==> src/rtl/lu_serial_ctrl.sv <==
// lu_serial_ctrl
//   Bit-serial sequencer for a shared 1-bit logic unit (NAND/AND/NOR/OR).
//   An accepted start latches two WIDTH-bit operands and a 2-bit opcode.
//   The block then presents one operand bit pair per cycle to the unit,
//   LSB first, and shifts the unit's 1-bit answer into a WIDTH-bit result.
//   The logic unit instance itself lives outside this block.
//
// Ports
//   clk              in   1      clock, rising edge
//   reset            in   1      synchronous, active-high
//   start            in   1      request, honoured only while idle
//   op               in   2      {select_group, select_op}: 00 NAND 01 AND 10 NOR 11 OR
//   a_in, b_in       in   WIDTH  operands, latched on an accepted start
//   lu_a, lu_b       out  1      current operand bits to the logic unit (0 when not running)
//   lu_select_op     out  1      latched op[0]
//   lu_select_group  out  1      latched op[1]
//   lu_s             in   1      logic unit output
//   busy             out  1      high while bits are being streamed
//   done             out  1      single-cycle pulse once the result is complete
//   result           out  WIDTH  assembled result, held until the next accepted start
//   zero             out  1      result == 0, held alongside result
module lu_serial_ctrl #(
  parameter int WIDTH = 8
) (
  input  logic             clk,
  input  logic             reset,
  input  logic             start,
  input  logic [1:0]       op,
  input  logic [WIDTH-1:0] a_in,
  input  logic [WIDTH-1:0] b_in,
  output logic             lu_a,
  output logic             lu_b,
  output logic             lu_select_op,
  output logic             lu_select_group,
  input  logic             lu_s,
  output logic             busy,
  output logic             done,
  output logic [WIDTH-1:0] result,
  output logic             zero
);

  localparam int CNT_W = $clog2(WIDTH + 1);
  localparam logic [CNT_W-1:0] LAST_CNT = CNT_W'(WIDTH - 1);

  typedef enum logic [1:0] {
    S_IDLE = 2'd0,
    S_RUN  = 2'd1,
    S_DONE = 2'd2
  } state_t;

  state_t           state;
  state_t           state_nxt;
  logic [WIDTH-1:0] a_sh;
  logic [WIDTH-1:0] b_sh;
  logic [1:0]       op_q;
  logic [CNT_W-1:0] cnt;
  logic             last_bit;

  // The count reaching WIDTH-1 means this edge captures the final bit.
  assign last_bit = (cnt == LAST_CNT);

  // Opcode selects come straight from the latch, so they keep the last
  // accepted op even while idle.
  assign lu_select_group = op_q[1];
  assign lu_select_op    = op_q[0];

  always_comb begin
    state_nxt = state;
    busy      = 1'b0;
    done      = 1'b0;
    lu_a      = 1'b0;
    lu_b      = 1'b0;
    case (state)
      S_IDLE: begin
        if (start) begin
          state_nxt = S_RUN;
        end
      end
      S_RUN: begin
        busy = 1'b1;
        lu_a = a_sh[0];
        lu_b = b_sh[0];
        if (last_bit) begin
          state_nxt = S_DONE;
        end
      end
      S_DONE: begin
        done      = 1'b1;
        state_nxt = S_IDLE;
      end
      default: begin
        state_nxt = S_IDLE;
      end
    endcase
  end

  always_ff @(posedge clk) begin
    if (reset) begin
      state  <= S_IDLE;
      a_sh   <= '0;
      b_sh   <= '0;
      op_q   <= 2'b00;
      cnt    <= '0;
      result <= '0;
      zero   <= 1'b0;
    end else begin
      state <= state_nxt;
      case (state)
        S_IDLE: begin
          if (start) begin
            a_sh   <= a_in;
            b_sh   <= b_in;
            op_q   <= op;
            cnt    <= '0;
            result <= '0;
            zero   <= 1'b0;
          end
        end
        S_RUN: begin
          // Bits arrive LSB first, so shifting in from the top leaves
          // bit 0 of the operands at result[0] after WIDTH samples.
          result <= {lu_s, result[WIDTH-1:1]};
          a_sh   <= a_sh >> 1;
          b_sh   <= b_sh >> 1;
          cnt    <= cnt + CNT_W'(1);
        end
        S_DONE: begin
          zero <= (result == '0);
        end
        default: begin
        end
      endcase
    end
  end

endmodule

==> config.mk <==
export PLATFORM = sky130hd
export DESIGN_NAME = lu_serial_ctrl
export DESIGN_NICKNAME = d
export VERILOG_FILES = /design/src/rtl/lu_serial_ctrl.sv
export SDC_FILE = /design/constraint.sdc
export NUM_CORES = 1
export LEC_CHECK = 0
export CAP_MARGIN = 20
export CORE_ASPECT_RATIO = 1.2
export CORE_MARGIN = 5
export CORE_UTILIZATION = 45
export DETAILED_ROUTE_END_ITERATION = 10
export PLACE_DENSITY = 0.87
export SETUP_SLACK_MARGIN = 0.2
export SLEW_MARGIN = 20
export SYNTH_ARGS = -nofsm -noshare
export SYNTH_HDL_FRONTEND = slang
export SYNTH_SLANG_ARGS = --single-unit
export TNS_END_PERCENT = 100
==> constraint.sdc <==
create_clock -name clk -period 1.8 [get_ports clk]
set_clock_uncertainty 0.1 [all_clocks]
set_input_delay 0.36 -clock clk [delete_from_list [all_inputs] [get_ports clk]]
set_output_delay 0.36 -clock clk [all_outputs]
set_load 0.02 [all_outputs]
==> results.md, run 1 <==
* Peak VDD IR at 555.3 uV
* Leakage at 0.7985 nW
* Chip width at 60.97 um
* Clock Tree Root: clkbuf_4
* Cell Rows at 22
* RR Endpoint: a_sh[7]
* Final core area utilization at 0.6244
* Final GP Congestion at 0.8057
* Status: finished clean
* Startpoint types: flip-flop
* Crit. End Element: output pin
* Fraction of layout cells with a size suffix above 1 at 0.2551
* Final hold vios at 0
* Slew margin rel. at 0.7433
* Antenna violations before repair at 0
* DRC at 0
* Vias in the first global route at 1,273
* P&R area growth vs syn at 34.79%
* Post-Route WL at 3.325 mm
* Critical path class: flip-flop to output pin
* Yosys warning count at 0
* Largest cells by area after synthesis: dfxtp_1 47%, nor2_1 11%, a22o_1 6.9%
* Main combinational cell family by area after synthesis: simple AND/OR/NAND/NOR gates
* Count leader, synth: nor2_1
* Max-slew violations at 0
* IO Pins at 37
* WP data required at 1.34 ns
* Top FF cell, synth: dfxtp_1
* Crit path launch: state[0]
* DIE AREA at 4338 um^2
* Commonest cells post-synth: 41 x nor2_1, 33 x dfxtp_1, 11 x a22o_1, 8 x nor4_1
* Hold wc startpoint: op_q[1]
* Post-Synthesis Cell Area at 1403 um^2
* Ant diodes at 0
* RSZ-0062 raised after global routing: true
* CTS tree: yes
* Final setup fails at 0
* Die H at 71.16 um
* Detail Route Antenna Nets at 0
* CTS Sinks at 33
* Synth Area in Simple Gates at 0.3229
* Max frequency at 0.6211 GHz
* Initial DRC Count at 37
* DRT Pass-1 Iters at 4
* Fin crit share at 0.8945
* Mux contribution to synthesized area at 0
* HP Class: flip-flop to flip-flop
* Clock slew at reported path FFs at 0.09 ns
* Drt wl/cell at 14.33 um
* Synth Area in Adders at 0.008921
* Clk buf depth at 2
* Fin crit period at 1.610 ns
* Htree depth at 2
* Gate Count Post-Synth at 148
* Register bit total from synthesis at 33
* DPL Wire Length at 2.465 mm
* Cts bufs inserted at 5
* Worst-case reg-to-reg path depth at 6
* Maxcap violations at 0
* Compound-Gate Fraction of Synth Area at 0.1169
* Hold_buf cts at 0
* First-pass GRT wire length at 5.451 mm
* Arrival time at the worst endpoint at 1.15 ns
* Synth Area in XOR/XNOR at 0.006244
* Pwr dens at 776.0 nW/um^2
* Post-synth EDFFs at 0
* Largest area contributor in the netlist: dfxtp_1
* Post-DR vias/cell at 5.336
* I/O Buffers at 36
* GRT overflow at 0
* Via count at 1,238
* Flop2flop setup slack at 0.23 ns
* Clk Latency, worst-skew pair at 0.33 ns
* Total negative setup slack at 0 ns
* Yosys cell types at 33
* Yosys top cell area share at 0.4710
* Reg2reg start: state[0]
* Avg Inst Size Synth at 9.477 um^2
* Total Routing Usage GR at 0.1669
* Register area share after synthesis at 0.4710
* CP Capture Point: done
* Syn_nets at 171
* Core area at 3028 um^2
* CP max FO at 4
* Slew @ Worst Pin at 0.3846 ns
* Largest net degree at the start of global routing at 19
* FFs w/ async S/R, synth at 0
* # nets final at 219
* Starting Density at 0.4632
-- area by class of cell --
cell class | count | area, um^2
fillers | 264 | 1137
flip-flops and latches | 33 | 665.6
multi-input cells | 104 | 650.6
repair buffers | 51 | 467.9
clock buffers | 7 | 55.05
well taps | 36 | 45.04
inverters | 1 | 6.256
-- power breakdown --
group | internal [mW] | total (mW) | switching [mW]
Clock | 0.184 | 0.410 | 0.225
Combinational | 0.130 | 0.258 | 0.128
Sequential | 0.773 | 0.799 | 0.0266
Total | 1.09 | 1.47 | 0.380
-- cells by family (layout without fill, tap and decap cells) --
kind of cell,count (synthesis),after routing
AO/OA/AOI/OAI,20,20
buffers and inverters,11,59
AND/OR/NAND/NOR,82,82
adder cells (fa/ha/maj),1,1
flip-flops,33,33
XOR/XNOR,1,1
-- placed cells by master, fill, tap and decap left out, types with 2 or more instances in the layout --
cell type / instances
nor2_2: 7
clkbuf_4: 5
clkdlybuf4s50_1: 21
dfxtp_1: 31
nor4_1: 8
a21oi_1: 3
a22o_1: 11
nor4_2: 7
and2_4: 2
buf_4: 14
nand3_1: 2
clkdlybuf4s15_1: 5
nand2_1: 4
dlygate4sd2_1: 6
nor2_1: 41
nor3_1: 2
buf_6: 4
nand3b_1: 2
-- flip-flops by register name, indices dropped and copies added, names as in the netlist --
name	flops
b_sh	8
op_q	2
result	8
state	2
cnt	4
a_sh	8
zero	1
-- worst max-delay path, cell delays in order (launching register included) --
cell,delay [ns]
dfxtp_4,0.38
buf_6,0.10
and2b_2,0.22
buf_6,0.13
-- worst min-delay path by stage --
stage / to / depth (start not counted) / slack (ns)
finish: op_q[1] / 2 / 0.36
global route: cnt[3] / 2 / 0.40
CTS: op_q[1] / 2 / 0.36
detailed placement: op_q[1] / 2 / 0.35
global placement: op_q[0] / 2 / 0.34
floorplan: cnt[3] / 2 / 0.35
-- metrics by stage --
| stage | cells | worst slack, ns | total power, mW | hold slack, ns | instance area (um^2) |
|---|---|---|---|---|---|
| after floorplan | 148 | 0.2720 | 0.9695 | 0.3495 | 1403 |
| after global placement | 224 | 0.01513 | 1.055 | 0.3443 | 1813 |
| after detailed placement | 224 | -0.009178 | 1.067 | 0.3539 | 1813 |
| after CTS | 231 | 0.1378 | 1.474 | 0.3637 | 1851 |
| after global routing | 232 | 0.1443 | 1.546 | 0.3970 | 1891 |
| final | 232 | 0.1899 | 1.467 | 0.3581 | 1891 |
-- routing by layer --
layer | global-route usage | share of wire | up-vias
met3 | 0.06387 | 0.071 | 5
met5 | 0 | 0 | -
met2 | 0.2747 | 0.49 | 42
li1 | - | - | 605
met4 | 0.06747 | 0.015 | 0
met1 | 0.1892 | 0.42 | 586
-- timing repair --
action                                  CTS  global route
endpoints found under the setup margin   15             8
resized for setup                        34            13
buffers inserted                          0             1
pin swaps                                 0             1
Power figures use the tool's default switching activity.
==> run 2: changes to the inputs <==
--- a/config.mk
+++ b/config.mk
@@ -8,9 +8,9 @@
 export CAP_MARGIN = 20
 export CORE_ASPECT_RATIO = 1.2
 export CORE_MARGIN = 5
-export CORE_UTILIZATION = 45
+export CORE_UTILIZATION = 47
 export DETAILED_ROUTE_END_ITERATION = 10
-export PLACE_DENSITY = 0.87
+export PLACE_DENSITY = 0.9
 export SETUP_SLACK_MARGIN = 0.2
 export SLEW_MARGIN = 20
 export SYNTH_ARGS = -nofsm -noshare
==> results.md, run 2 (same netlist as run 1, synthesis figures left out) <==
* FF/Latch Area at 665.6 um^2
* Leading cell type in the layout, fill and taps excluded: nor2_1
* P&R area growth vs syn at 37.20%
* Starting Density at 0.4943
* Via count at 1,248
* Worst setup margin at 0.1938 ns
* Detail Route Antenna Nets at 0
* Met3 routed WL at 269 um
* Hold wc startpoint: op_q[0]
* IO Pins at 37
* # fillers at 235
* Fin crit share at 0.8923
* Cell Rows at 21
* Total Routing Usage GR at 0.1706
* Cts bufs inserted at 5
* Hold_buf cts at 0
* Top flop regs: a_sh x8, b_sh x8, result x8
* Critical path class: flip-flop to output pin
* Htree depth at 2
* RSZ-0062 raised after global routing: true
* Final setup fails at 0
* Area occupied by multi-input gates at 653.1 um^2
* Initial DRC Count at 38
* Ant diodes at 0
* Antenna violations before repair at 0
* RR Endpoint: a_sh[1]
* Finished layout cell area at 1924 um^2
* Commonest non-fill, non-tap cells in the layout: 40 x nor2_1, 31 x dfxtp_1, 21 x clkdlybuf4s50_1
* Crit. End Element: output pin
* Status: finished clean
* Clock Tree Root: clkbuf_4
* Die H at 69.84 um
* M1 WL at 1.412 mm
* Fin crit period at 1.606 ns
* Pwr dens at 766.8 nW/um^2
* Largest net degree at the start of global routing at 23
* Clk Latency, worst-skew pair at 0.34 ns
* CTS Sinks at 33
* Flop2flop setup slack at 0.21 ns
* Post-DP Area at 1815 um^2
* Fraction of layout cells with a size suffix above 1 at 0.2677
* Post-DR vias/cell at 5.379
* Final GP Congestion at 0.7605
* DRC at 0
* Clock slew at reported path FFs at 0.10 ns
* Slew @ Worst Pin at 0.3709 ns
* Final hold vios at 0
* Peak VDD IR at 628.9 uV
* Startpoint types: flip-flop
* # nets final at 221
* DIE AREA at 4181 um^2
* Worst hold endpoint: op_q[0]
* Met2 wire length at 1.639 mm
* Place WS at -0.03340 ns
* I/O Buffers at 36
* First-pass GRT wire length at 5.554 mm
* Leakage at 0.8196 nW
* Placed cell count at 221
* Arrival time at the worst endpoint at 1.15 ns
* CTS tree: yes
* CP max FO at 4
* Worst-case reg-to-reg path depth at 6
* Core area at 2838 um^2
* DPL Wire Length at 2.421 mm
* DRT Pass-1 Iters at 4
* Max frequency at 0.6226 GHz
* HP Class: flip-flop to flip-flop
* Maxcap violations at 0
* Post-Layout Cell Count at 232
* Max-slew violations at 0
* Vias in the first global route at 1,238
* Post-Route WL at 3.394 mm
* Chip width at 59.87 um
* Top layer in use: met4
* Reg2reg start: state[0]
* WP data required at 1.34 ns
* Worst Hold Depth at 2
* Clk buf depth at 2
* Slew margin rel. at 0.7525
* GRT overflow at 0
* Hold slack final at 0.3619 ns
* Drt wl/cell at 14.63 um
[run 2: cell count changes in the layout (fill, tap and decap cells not counted)]
cell / delta
buf_12: +1
buf_4: -1
buf_6: +2
clkdlybuf4s15_1: -1
dlygate4sd2_1: +1
nor2_1: -1
nor2_2: +1
[run 2: stage by stage]
step	util	power, mW	setup TNS [ns]
CTS	0.6636	1.471	0
finish	0.6781	1.476	0
floorplan	-	0.9695	0
detailed placement	0.6398	1.067	-0.1708
global placement	0.6398	1.056	0
global route	0.6781	1.557	0
[run 2: how the worst max path moves through the flow]
stage | startpoint | to | slack (ns) | depth (start not counted)
6_report | state[1] | lu_b | 0.19 | 4
5_1_grt | state[1] | lu_a | 0.14 | 4
4_1_cts | state[1] | lu_b | 0.007 | 4
3_5_place_dp | start | a_sh[7] | -0.03 | 5
3_3_place_gp | start | a_sh[1] | 0.009 | 5
2_1_floorplan | state[1] | lu_a | 0.27 | 4
[run 2: per-layer routing]
metal | track usage | vias up
met5 | 0 | -
met4 | 0.04433 | 0
met3 | 0.06704 | 9
met2 | 0.2776 | 45
met1 | 0.2043 | 582
li1 | - | 612
[run 2: layout make-up]
class	instances	area share
clock buffer	7	0.02861
inverter	1	0.003251
multi-input combinational	104	0.3394
sequential	33	0.3459
tap	34	0.02211
timing repair buffer	53	0.2607
[run 2: repair_timing]
action                                  CTS  global route
resized for setup                        36            13
endpoints found under the setup margin   15            10
setup buffers                             2             2
pin swaps                                 0             1
[run 2: power by group]
group | leakage [nW] | internal (mW) | switching, mW
clock network | 0.0314 | 0.184 | 0.224
registers | 0.272 | 0.773 | 0.0274
logic | 0.516 | 0.137 | 0.130
[run 2: worst max-delay path, stage by stage (launching register included)]
cell and delay (ns):
dfxtp_2 0.34, nand2b_4 0.15, inv_4 0.07, and2_4 0.14, buf_6 0.11
==> run 3: changes to the inputs <==
--- a/config.mk
+++ b/config.mk
@@ -10,7 +10,7 @@
 export CORE_MARGIN = 5
 export CORE_UTILIZATION = 47
 export DETAILED_ROUTE_END_ITERATION = 10
-export PLACE_DENSITY = 0.9
+export PLACE_DENSITY_LB_ADDON = 0.08
 export SETUP_SLACK_MARGIN = 0.2
 export SLEW_MARGIN = 20
 export SYNTH_ARGS = -nofsm -noshare
==> results.md, run 3 (same netlist as run 1, synthesis figures left out) <==
* Status: finished clean
* RR Endpoint: b_sh[1]
* Fin crit share at 0.8961
* Clk Latency, worst-skew pair at 0.34 ns
* Finished layout cell area at 1913 um^2
* Final setup fails at 0
* CTS tree: yes
* Leading cell type in the layout, fill and taps excluded: nor2_1
* Die H at 69.84 um
* Clock slew at reported path FFs at 0.09 ns
* Top flop regs: a_sh x8, b_sh x8, result x8
* Clock Tree Root: clkbuf_4
* Total Routing Usage GR at 0.1743
* CP max FO at 6
* IO Pins at 37
* DIE AREA at 4181 um^2
* Worst-case reg-to-reg path depth at 6
* Critical path class: flip-flop to output pin
* Slowest CP cell: dfxtp_2
* Reg2reg start: state[0]
* Detail Route Antenna Nets at 0
* DRT Pass-1 Iters at 4
* Crit. End Element: output pin
* Fin crit period at 1.613 ns
* Core area at 2838 um^2
* Commonest non-fill, non-tap cells in the layout: 40 x nor2_1, 31 x dfxtp_1, 21 x clkdlybuf4s50_1
* Via count at 1,249
* Final GP Congestion at 0.8323
* DRC at 0
* Initial DRC Count at 32
* Slew margin rel. at 0.7557
* I/O Buffers at 36
* Pwr dens at 774.0 nW/um^2
* GRT overflow at 0
* CTS Sinks at 33
* Htree depth at 2
* Fraction of layout cells with a size suffix above 1 at 0.2663
* Delay of the slowest cell on the worst path at 0.33 ns
* Worst hold endpoint: op_q[0]
* HP Class: flip-flop to flip-flop
* WP data required at 1.34 ns
* DPL Wire Length at 2.461 mm
* Leakage at 0.8100 nW
* RSZ-0062 raised after global routing: true
* Drt wl/cell at 14.85 um
* Final hold vios at 0
* Flop2flop setup slack at 0.24 ns
* Cell Rows at 21
* Chip width at 59.87 um
* Post-Route WL at 3.459 mm
* Cts bufs inserted at 5
* Largest net degree at the start of global routing at 19
* Clk buf depth at 2
* Worst Hold Depth at 2
* Starting Density at 0.4943
* # nets final at 222
* First-pass GRT wire length at 5.609 mm
* Hold wc startpoint: op_q[0]
* Startpoint types: flip-flop
* Vias in the first global route at 1,274
* Max-slew violations at 0
* Post-DR vias/cell at 5.361
* Peak VDD IR at 697.7 uV
* Arrival time at the worst endpoint at 1.15 ns
* Maxcap violations at 0
* Total negative setup slack at 0 ns
* Max frequency at 0.6200 GHz
* Post-DP Area at 1818 um^2
* Cell Chain, Critical Path: buf_4 > and2b_2 > buf_6
* Slew @ Worst Pin at 0.3660 ns
* Ant diodes at 0
* Antenna violations before repair at 0
* P&R area growth vs syn at 36.40%
## run 3: cell types whose count changed in the layout (fill, tap and decap cells not counted), sizes merged
cell / change
clkdlybuf4s15: +2
dlygate4sd2: -2
buf: +1
## run 3: stage by stage
stage / total power, mW / worst slack (ns) / utilization / std cells / hold WS [ns]
after global routing: 1.549 / 0.1355 / 0.6742 / 233 / 0.3943
after global placement: 1.060 / 0.009114 / 0.6407 / 223 / 0.3441
after CTS: 1.482 / 0.03016 / 0.6605 / 231 / 0.3611
final: 1.481 / 0.1870 / 0.6742 / 233 / 0.3606
after floorplan: 0.9695 / 0.2720 / - / 148 / 0.3495
after detailed placement: 1.070 / -0.02957 / 0.6407 / 223 / 0.3502
## run 3: final cells by class
type | count | area [um^2]
clock buffer | 7 | 55.05
inverter | 1 | 6.256
fill | 239 | 924.6
timing repair buffer | 54 | 493.0
tap | 34 | 42.54
sequential | 33 | 665.6
multi-input combinational | 104 | 650.6
## run 3: layer usage
metal  vias up  wire length [um]  track usage
met2        36              1697       0.2668
met3         8               229      0.06331
met5         -                 0            0
met1       588              1452       0.2125
li1        617                 -            -
met4         0                80      0.07882
## run 3: what timing repair did
action / in CTS / in global routing
setup buffers: 1 / 2
gates cloned: 0 / 0
gates resized for setup: 33 / 15
hold buffers: 0 / 0
setup endpoints to repair: 15 / 13
pin swaps: 0 / 1
## run 3: how the worst max path moves through the flow
stage	startpoint	end	slack, ns	cells past startpoint
CTS	state[1]	lu_b	0.03	4
floorplan	state[1]	lu_a	0.27	4
detailed placement	start	b_sh[7]	-0.03	5
global route	state[0]	done	0.14	3
global placement	start	a_sh[7]	0.009	5
finish	state[1]	done	0.19	3
## run 3: critical path, delay by kind of cell, from the launching register on
family,cells,cell delay (ns)
DFF,1,0.33
buffers and inverters,2,0.27
and+or+nand+nor,1,0.21
## run 3: report_power, final
part,switching [mW],internal (mW)
combinational,0.131,0.134
sequential,0.0263,0.773
clock,0.232,0.184
